## config.mk

```make
export PLATFORM = sky130hd
export DESIGN_NAME = alu_control_mc
export DESIGN_NICKNAME = d
export VERILOG_FILES = /design/src/rtl/alu_ctrl_pkg.sv /design/src/rtl/alu_funct_decode.sv /design/src/rtl/alu_control_mc.sv
export SDC_FILE = /design/constraint.sdc
export NUM_CORES = 1
export LEC_CHECK = 0
export ABC_AREA = 0
export CAP_MARGIN = 10
export CORE_MARGIN = 3
export CORE_UTILIZATION = 49
export DETAILED_ROUTE_END_ITERATION = 10
export PLACE_DENSITY_LB_ADDON = 0.1
export SLEW_MARGIN = 30
export SYNTH_ARGS = -nofsm -noshare
export SYNTH_HDL_FRONTEND = slang
export SYNTH_SLANG_ARGS = --single-unit
```

## constraint.sdc

```tcl
create_clock -name clk -period 2.5 [get_ports clk]
set_clock_uncertainty 0.05 [all_clocks]
set_input_delay 0.375 -clock clk [delete_from_list [all_inputs] [get_ports clk]]
set_output_delay 0.375 -clock clk [all_outputs]
set_load 0.01 [all_outputs]
```

## src/rtl/alu_ctrl_pkg.sv

```systemverilog
// rtl/alu_ctrl_pkg.sv - ALU selector, funct and aluop encodings shared by the ALU-control block
package alu_ctrl_pkg;

  localparam logic [3:0] OPS_AND     = 4'b0000;
  localparam logic [3:0] OPS_OR      = 4'b0001;
  localparam logic [3:0] OPS_ADD     = 4'b0010;
  localparam logic [3:0] OPS_NOR     = 4'b0100;
  localparam logic [3:0] OPS_MUL     = 4'b0101;
  localparam logic [3:0] OPS_SUB     = 4'b0110;
  localparam logic [3:0] OPS_DIV     = 4'b1000;
  localparam logic [3:0] OPS_SLT     = 4'b1001;
  localparam logic [3:0] OPS_ILLEGAL = 4'b1111;

  localparam logic [5:0] FUNCT_AND = 6'b100100;
  localparam logic [5:0] FUNCT_OR  = 6'b100101;
  localparam logic [5:0] FUNCT_ADD = 6'b100000;
  localparam logic [5:0] FUNCT_NOR = 6'b100111;
  localparam logic [5:0] FUNCT_MUL = 6'b000010;
  localparam logic [5:0] FUNCT_SUB = 6'b100010;
  localparam logic [5:0] FUNCT_DIV = 6'b011010;
  localparam logic [5:0] FUNCT_SLT = 6'b101010;

  localparam logic [1:0] ALUOP_MEM   = 2'b00;
  localparam logic [1:0] ALUOP_BR    = 2'b01;
  localparam logic [1:0] ALUOP_RTYPE = 2'b10;

  typedef enum logic {IDLE, BUSY} state_t;

  typedef enum logic [1:0] {LAT_SINGLE, LAT_MUL, LAT_DIV} lat_sel_t;

endpackage

```

## src/rtl/alu_funct_decode.sv

```systemverilog
// rtl/alu_funct_decode.sv - combinational aluop/funct decode to ALU selector and latency class
module alu_funct_decode
  import alu_ctrl_pkg::*;
#(
  parameter int FUNCT_W = 6,
  parameter int OPS_W   = 4
) (
  input  logic [1:0]         aluop,
  input  logic [FUNCT_W-1:0] funct,
  output logic [OPS_W-1:0]   ops,
  output logic               is_illegal,
  output lat_sel_t           lat_sel
);

  always_comb begin
    ops        = OPS_W'(OPS_ILLEGAL);
    is_illegal = 1'b1;
    case (aluop)
      ALUOP_MEM: begin
        ops        = OPS_W'(OPS_ADD);
        is_illegal = 1'b0;
      end
      ALUOP_BR: begin
        ops        = OPS_W'(OPS_SUB);
        is_illegal = 1'b0;
      end
      ALUOP_RTYPE: begin
        is_illegal = 1'b0;
        case (funct)
          FUNCT_W'(FUNCT_AND): ops = OPS_W'(OPS_AND);
          FUNCT_W'(FUNCT_OR):  ops = OPS_W'(OPS_OR);
          FUNCT_W'(FUNCT_ADD): ops = OPS_W'(OPS_ADD);
          FUNCT_W'(FUNCT_NOR): ops = OPS_W'(OPS_NOR);
          FUNCT_W'(FUNCT_MUL): ops = OPS_W'(OPS_MUL);
          FUNCT_W'(FUNCT_SUB): ops = OPS_W'(OPS_SUB);
          FUNCT_W'(FUNCT_DIV): ops = OPS_W'(OPS_DIV);
          FUNCT_W'(FUNCT_SLT): ops = OPS_W'(OPS_SLT);
          default: begin
            ops        = OPS_W'(OPS_ILLEGAL);
            is_illegal = 1'b1;
          end
        endcase
      end
      default: begin
        ops        = OPS_W'(OPS_ILLEGAL);
        is_illegal = 1'b1;
      end
    endcase
  end

  // Latency class follows the selector, so illegal decodes are always single-cycle.
  always_comb begin
    lat_sel = LAT_SINGLE;
    if (ops == OPS_W'(OPS_MUL))
      lat_sel = LAT_MUL;
    else if (ops == OPS_W'(OPS_DIV))
      lat_sel = LAT_DIV;
  end

endmodule

```

## src/rtl/alu_control_mc.sv

```systemverilog
// rtl/alu_control_mc.sv - multi-cycle ALU-control decoder with valid/ready issue and stall output
module alu_control_mc
  import alu_ctrl_pkg::*;
#(
  parameter int FUNCT_W = 6,
  parameter int OPS_W   = 4,
  parameter int MUL_LAT = 4,
  parameter int DIV_LAT = 8
) (
  input  logic               clk,
  input  logic               rst,
  input  logic [1:0]         aluop,
  input  logic [FUNCT_W-1:0] funct,
  input  logic               req_valid,
  output logic               req_ready,
  input  logic               flush,
  output logic [OPS_W-1:0]   ops,
  output logic               out_valid,
  output logic               busy,
  output logic               illegal
);

  localparam int MAX_LAT = (MUL_LAT > DIV_LAT) ? MUL_LAT : DIV_LAT;
  localparam int CNT_W   = (MAX_LAT > 1) ? $clog2(MAX_LAT) : 1;
  localparam logic [CNT_W-1:0] MUL_CNT = CNT_W'((MUL_LAT > 1) ? MUL_LAT - 2 : 0);
  localparam logic [CNT_W-1:0] DIV_CNT = CNT_W'((DIV_LAT > 1) ? DIV_LAT - 2 : 0);

  state_t           state;
  logic [CNT_W-1:0] cnt;

  logic [OPS_W-1:0] dec_ops;
  logic             dec_illegal;
  lat_sel_t         dec_lat;
  logic             multi;
  logic [CNT_W-1:0] cnt_load;
  logic             accept;

  alu_funct_decode #(
    .FUNCT_W (FUNCT_W),
    .OPS_W   (OPS_W)
  ) u_decode (
    .aluop      (aluop),
    .funct      (funct),
    .ops        (dec_ops),
    .is_illegal (dec_illegal),
    .lat_sel    (dec_lat)
  );

  // A latency of 1 configured for mul/div collapses that op onto the single-cycle path.
  always_comb begin
    multi    = 1'b0;
    cnt_load = '0;
    case (dec_lat)
      LAT_MUL: begin
        multi    = (MUL_LAT > 1);
        cnt_load = MUL_CNT;
      end
      LAT_DIV: begin
        multi    = (DIV_LAT > 1);
        cnt_load = DIV_CNT;
      end
      default: begin
        multi    = 1'b0;
        cnt_load = '0;
      end
    endcase
  end

  assign req_ready = (state == IDLE) && !flush && !rst;
  assign accept    = req_valid && req_ready;
  assign busy      = (state == BUSY);

  always_ff @(posedge clk) begin
    if (rst) begin
      state     <= IDLE;
      cnt       <= '0;
      ops       <= OPS_W'(OPS_ILLEGAL);
      out_valid <= 1'b0;
      illegal   <= 1'b0;
    end else begin
      out_valid <= 1'b0;
      illegal   <= 1'b0;
      case (state)
        IDLE: begin
          if (accept) begin
            ops <= dec_ops;
            if (multi) begin
              state <= BUSY;
              cnt   <= cnt_load;
            end else begin
              out_valid <= 1'b1;
              illegal   <= dec_illegal;
            end
          end
        end
        BUSY: begin
          if (flush) begin
            state <= IDLE;
            cnt   <= '0;
          end else if (cnt == '0) begin
            state     <= IDLE;
            out_valid <= 1'b1;
          end else begin
            cnt <= cnt - 1'b1;
          end
        end
        default: begin
          state <= IDLE;
          cnt   <= '0;
        end
      endcase
    end
  end

endmodule
```

* Word-level counts from Yosys, hierarchy flattened *
Cells that the tools add are included.
Widths: inputs -> output; s select.

word-level totals
  bits of input ports = 12
  bits in registers = 10
  output and inout bits = 8

cells by class
  eq/ne operators = 17
  muxes and demuxes = 23
  reductions and logical operators = 13
  bitwise operators = 2
  add/sub/neg operators = 1

operators by type and width
  operator             number
  $eq 6x6->1 const B   6
  $pmux 4 s8           1
  $mux 3               4
  $pmux 3 s2           2
  $pmux 4 s3           1
  $mux 1               10
  $reduce_or 8->1      1
  $eq 6x2->1 const B   1
  $eq 6x5->1 const B   1
  $pmux 1 s2           3
  $eq 2x1->1 const B   2
  $eq 2x2->1 const B   2
  $eq 4x3->1 const B   1
  $eq 4x4->1 const B   1
  $mux 2               2
  $ne 2x2->1 const B   2
  $reduce_or 2->1      2
  $reduce_or 4->1      1
  $logic_and 1x1->1    3
  $logic_not 3->1      1
  $ne 3x3->1 const B   1
  $reduce_and 3->1     1
  $sub 3x1->3 const B  1
  $logic_not 1->1      2
  3 further kinds      4

* Depth between registers and ports, before layout *
  depth in word-level cells = 12
  depth in mapped cells = 7
  mapped depth without buffers = 7

* Cells and area by module *
From an unflattened synthesis, not the netlist that was laid out.

unflattened totals
  cell total of the unflattened synthesis = 86
  area, all modules = 789.5 um^2

by module, submodules not included
  module            cells each  area each (um^2)  times used  seq. area each (um^2)
  alu_control_mc    53          554.3             1           200.2
  alu_funct_decode  33          235.2             1           0.0

* Least setup slack after synthesis *
Ideal clock, no wire load.

  path type = register -> register
  start = register state (netlist: busy)
  end = register cnt[0]
  path slack = 751 ps
  period minus slack after synthesis = 1749 ps
  cell stages (with the launch flop) = 7
  arrival time = 1583 ps
  path through = dfxtp_1 -> or4b_1 -> buf_2 -> nor2_4 -> and3b_1 -> o21ai_2 -> a41o_1

on the way
  longest elaborated chain between the ends = 6
  elaborated cells on any way between the ends = 9
  classes of those cells = eq/ne: 3; mux: 1; bitwise: 1; reduce/logical: 4

RTL lines
  what                               RTL line               source
  start, declared                    alu_control_mc.sv:28   state_t state;
  start signal, assigned             alu_control_mc.sv:75   state <= IDLE;
  start signal, assigned             alu_control_mc.sv:88   state <= BUSY;
  start signal, assigned             alu_control_mc.sv:98   state <= IDLE;
  $not 1->1                          -
  $logic_and 1x1->1 (2 in series)    alu_control_mc.sv:69   assign req_ready = (state == IDLE) && !flush && !rst;
  $logic_and 1x1->1                  alu_control_mc.sv:70   assign accept = req_valid && req_ready;
  $ne 2x2->1 (no source line)        -
  $reduce_and 3->1 (no source line)  -
  end signal, assigned               alu_control_mc.sv:89   cnt <= cnt_load;
  end signal, assigned               alu_control_mc.sv:104  cnt <= cnt - 1'b1;
  end, declared                      alu_control_mc.sv:29   logic [CNT_W-1:0] cnt;

Several ways; a longest one is shown, not always the timed one.
A chain may end at the register's enable or synchronous reset.

* Final worst setup path *
  start = input funct[2]
  end = register ops[2]

on the way
  longest elaborated chain between the ends = 3
  elaborated cells on any way between the ends = 10
  classes of those cells = eq/ne: 8; mux: 2

RTL lines
  what                                RTL line                source
  start, declared                     alu_control_mc.sv:13    input logic [FUNCT_W-1:0] funct,
  $eq 6x6->1 (tied with other cells)  alu_funct_decode.sv:29  case (funct)
  $pmux 4 s8 *                        alu_funct_decode.sv:29
  $pmux 4 s3 *                        alu_funct_decode.sv:18  case (aluop)
  end signal, assigned                alu_control_mc.sv:77    ops <= OPS_W'(OPS_ILLEGAL);
  end signal, assigned                alu_control_mc.sv:86    ops <= dec_ops;
  end, declared                       alu_control_mc.sv:17    output logic [OPS_W-1:0] ops,

Every way passes the cells marked *; elsewhere a longest branch is shown, timed or not.

==> run metrics <==
Die Span Y 43.7 microns; Hold Crit Class flip-flop to flip-flop; # port buffers 19; antenna cells 0; H-tree depth 1; Post-synth ARST share 0%; top cells by count, synth 10 x dfxtp_1, 9 x nor2_1, 6 x o21ai_0; reg2reg end cnt[0]; Synth Flop Type dfxtp_1; Iter 0 DRT Violations 43; die area 0.00191 sq mm; R2R Path Start busy; slowest stage delay, CP 540 ps; vias in the first global route 684; WP buf/inv 1; first-pass GRT wire length 3110 microns; crit path cell chain clkdlybuf4s50_1 > nor4b_1 > a21boi_0 > nor3_2 > a21oi_1 > a211o_2; GPL Wtd Cong 0.936; Avg Cell Area, Syn 8.28 sq um; number of synthesized flops with an enable pin 0; DIE WIDTH 43.7 microns; Vias 736; number of cell rows 12; Core Area 0.00122 sq mm; post_cts resized 0; Peak VDD IR 0.000290 V; Clock Tree Buf Depth 2; status finished clean; residual DRC count 0; gr ovfl total 0; Yosys top cell area share 28.8%; setup violators final 0; fin crit share 86.9%; Setup crit start kind input pin; slew margin rel. 69.4%; synthesized instance count 84; CTS tree done; sequential area share after synthesis 28.8%; Synth area leaders dfxtp_1 29%, nor2_1 4.9%, o21ai_0 4.3%; CP max-delay cell clkdlybuf4s50_1; Worst-path clk slew 70 ps; #FFs+latches synth 10; CP Capture Point ops[2]; Fin Setup TNS 0 ps; Final Hold Viols 0; Synth Net Count 98; CP required 2620 ps; hold_buf cts 0; CP Depth 6; Initial Util 57.2%; WHS 421 ps; Slew Viols, Final 0; Least-Margin Pin Slew 452 ps; clk sinks 10; Routed WL 1800 microns; most numerous cell in the Yosys netlist dfxtp_1; Worst R2R Setup Slack 700 ps; total power 400 uW; RSZ-0062 raised after global routing false; hpwl dp 1360 microns; cell taking the most area after synthesis dfxtp_1; GRT Overall Usage 21.8%; PwrDens 418 mW/mm^2; min cycle time layout 2170 ps; layout cells sized above 1 14.8%; reg2reg path depth 5; initial antenna violation count 0; crit-path leading delay family simple AND/OR/NAND/NOR gates; # nets final 123; post-synthesis cell area 696 sq um; via/cell ratio 6.03; worst skew pair latency 280 ps; final core occ 78.7%; largest net degree at the start of global routing 11; maximum clock frequency 460 MHz; setup ws final 327 ps; worst endpoint data arrival time 2290 ps; setup repair bufs after CTS 0; Setup CP Type input pin to flip-flop; Synth-to-Final Area Change 37.6%; IO Count 20; Max FO, Critical Path 9; WL/cell 14.7 microns; FILL cells 96; Placement Setup Slack 143 ps; cts bufs inserted 3; Clock Tree Root clkbuf_4; post-route ant nets 0; Synth warnings 0; Yosys cell types 43; Max Cap Viol 0; leak pwr 0.000369 uW; element type at the critical path end flip-flop; Pre-antenna DRT Iters 4; launch point of the worst path funct[2]
-- through the flow --
stage / cell area [sq um] / std cells
2_1_floorplan: 696 / 84
3_3_place_gp: 921 / 118
3_5_place_dp: 921 / 118
4_1_cts: 957 / 122
5_1_grt: 957 / 122
6_report: 957 / 122
-- cells in the final DEF, fill, tap and decap left out, types with 2 or more instances in the layout --
cell type         n
nand3b_1          2
nand2_1           3
clkdlybuf4s50_1  19
nor3_1            3
o21ai_0           6
buf_4             4
dfxtp_1          10
nor2_1            9
ha_1              2
nor4b_1           2
nand3_1           2
o211ai_1          2
clkbuf_4          3
nand2b_1          3
or4b_1            2
inv_1             3
a21oi_1           5
-- cell families (layout without fill, tap and decap cells) --
group,Yosys count,after routing,synth area share [%]
DFF,10,10,28.8
buffers and inverters,6,30,3.42
adders and majority gates,2,2,3.60
muxes,1,1,1.44
and+or+nand+nor,37,37,34.5
AOI/OAI and AO/OA,26,26,25.7
xor gates and xnor gates,2,2,2.52
-- worst min path at each step --
stage           start  endpoint  slack, ps  cells after the start
2_1_floorplan  cnt[1]    cnt[1]        450                      2
3_3_place_gp   ops[3]    ops[3]        400                      2
3_5_place_dp   ops[2]    ops[2]        400                      1
4_1_cts        ops[2]    ops[2]        420                      1
5_1_grt        ops[2]    ops[2]        460                      1
6_report       ops[2]    ops[2]        420                      1
-- worst register-to-register path, cell delays in order, from the launching register on --
cell and delay (ps):
dfxtp_1 380, or4b_1 610, nor2_4 130, and3b_1 190, o21ai_2 80, a41o_1 250
-- flip-flops by register name, indices dropped and copies added (netlist names) --
register	cells
ops	4
cnt	3
busy	1
illegal	1
out_valid	1
-- final cells by class --
cell class                 count  area (sq um)  share of cell area [%]
inverter                       3          11.3                    1.18
sequential                    10           200                    20.9
clock buffer                   4          36.3                    3.79
timing repair buffer          23           220                    23.0
tap                           14          17.5                    1.83
multi-input combinational     68           472                    49.3
-- routing by layer --
metal,part of all wire (%),global-route usage (%),routed length [microns]
met1,44,29.3,792
met2,43,31.4,770
met3,10,7.05,180
met4,2.9,10.2,53
met5,0,0,0
-- report_power, final --
part	switching, uW	internal [uW]	total (uW)
clock	64.6	88.8	153
sequential	1.67	163	165
combinational	39.4	42.1	81.5
(Power assumes the default switching activity.)
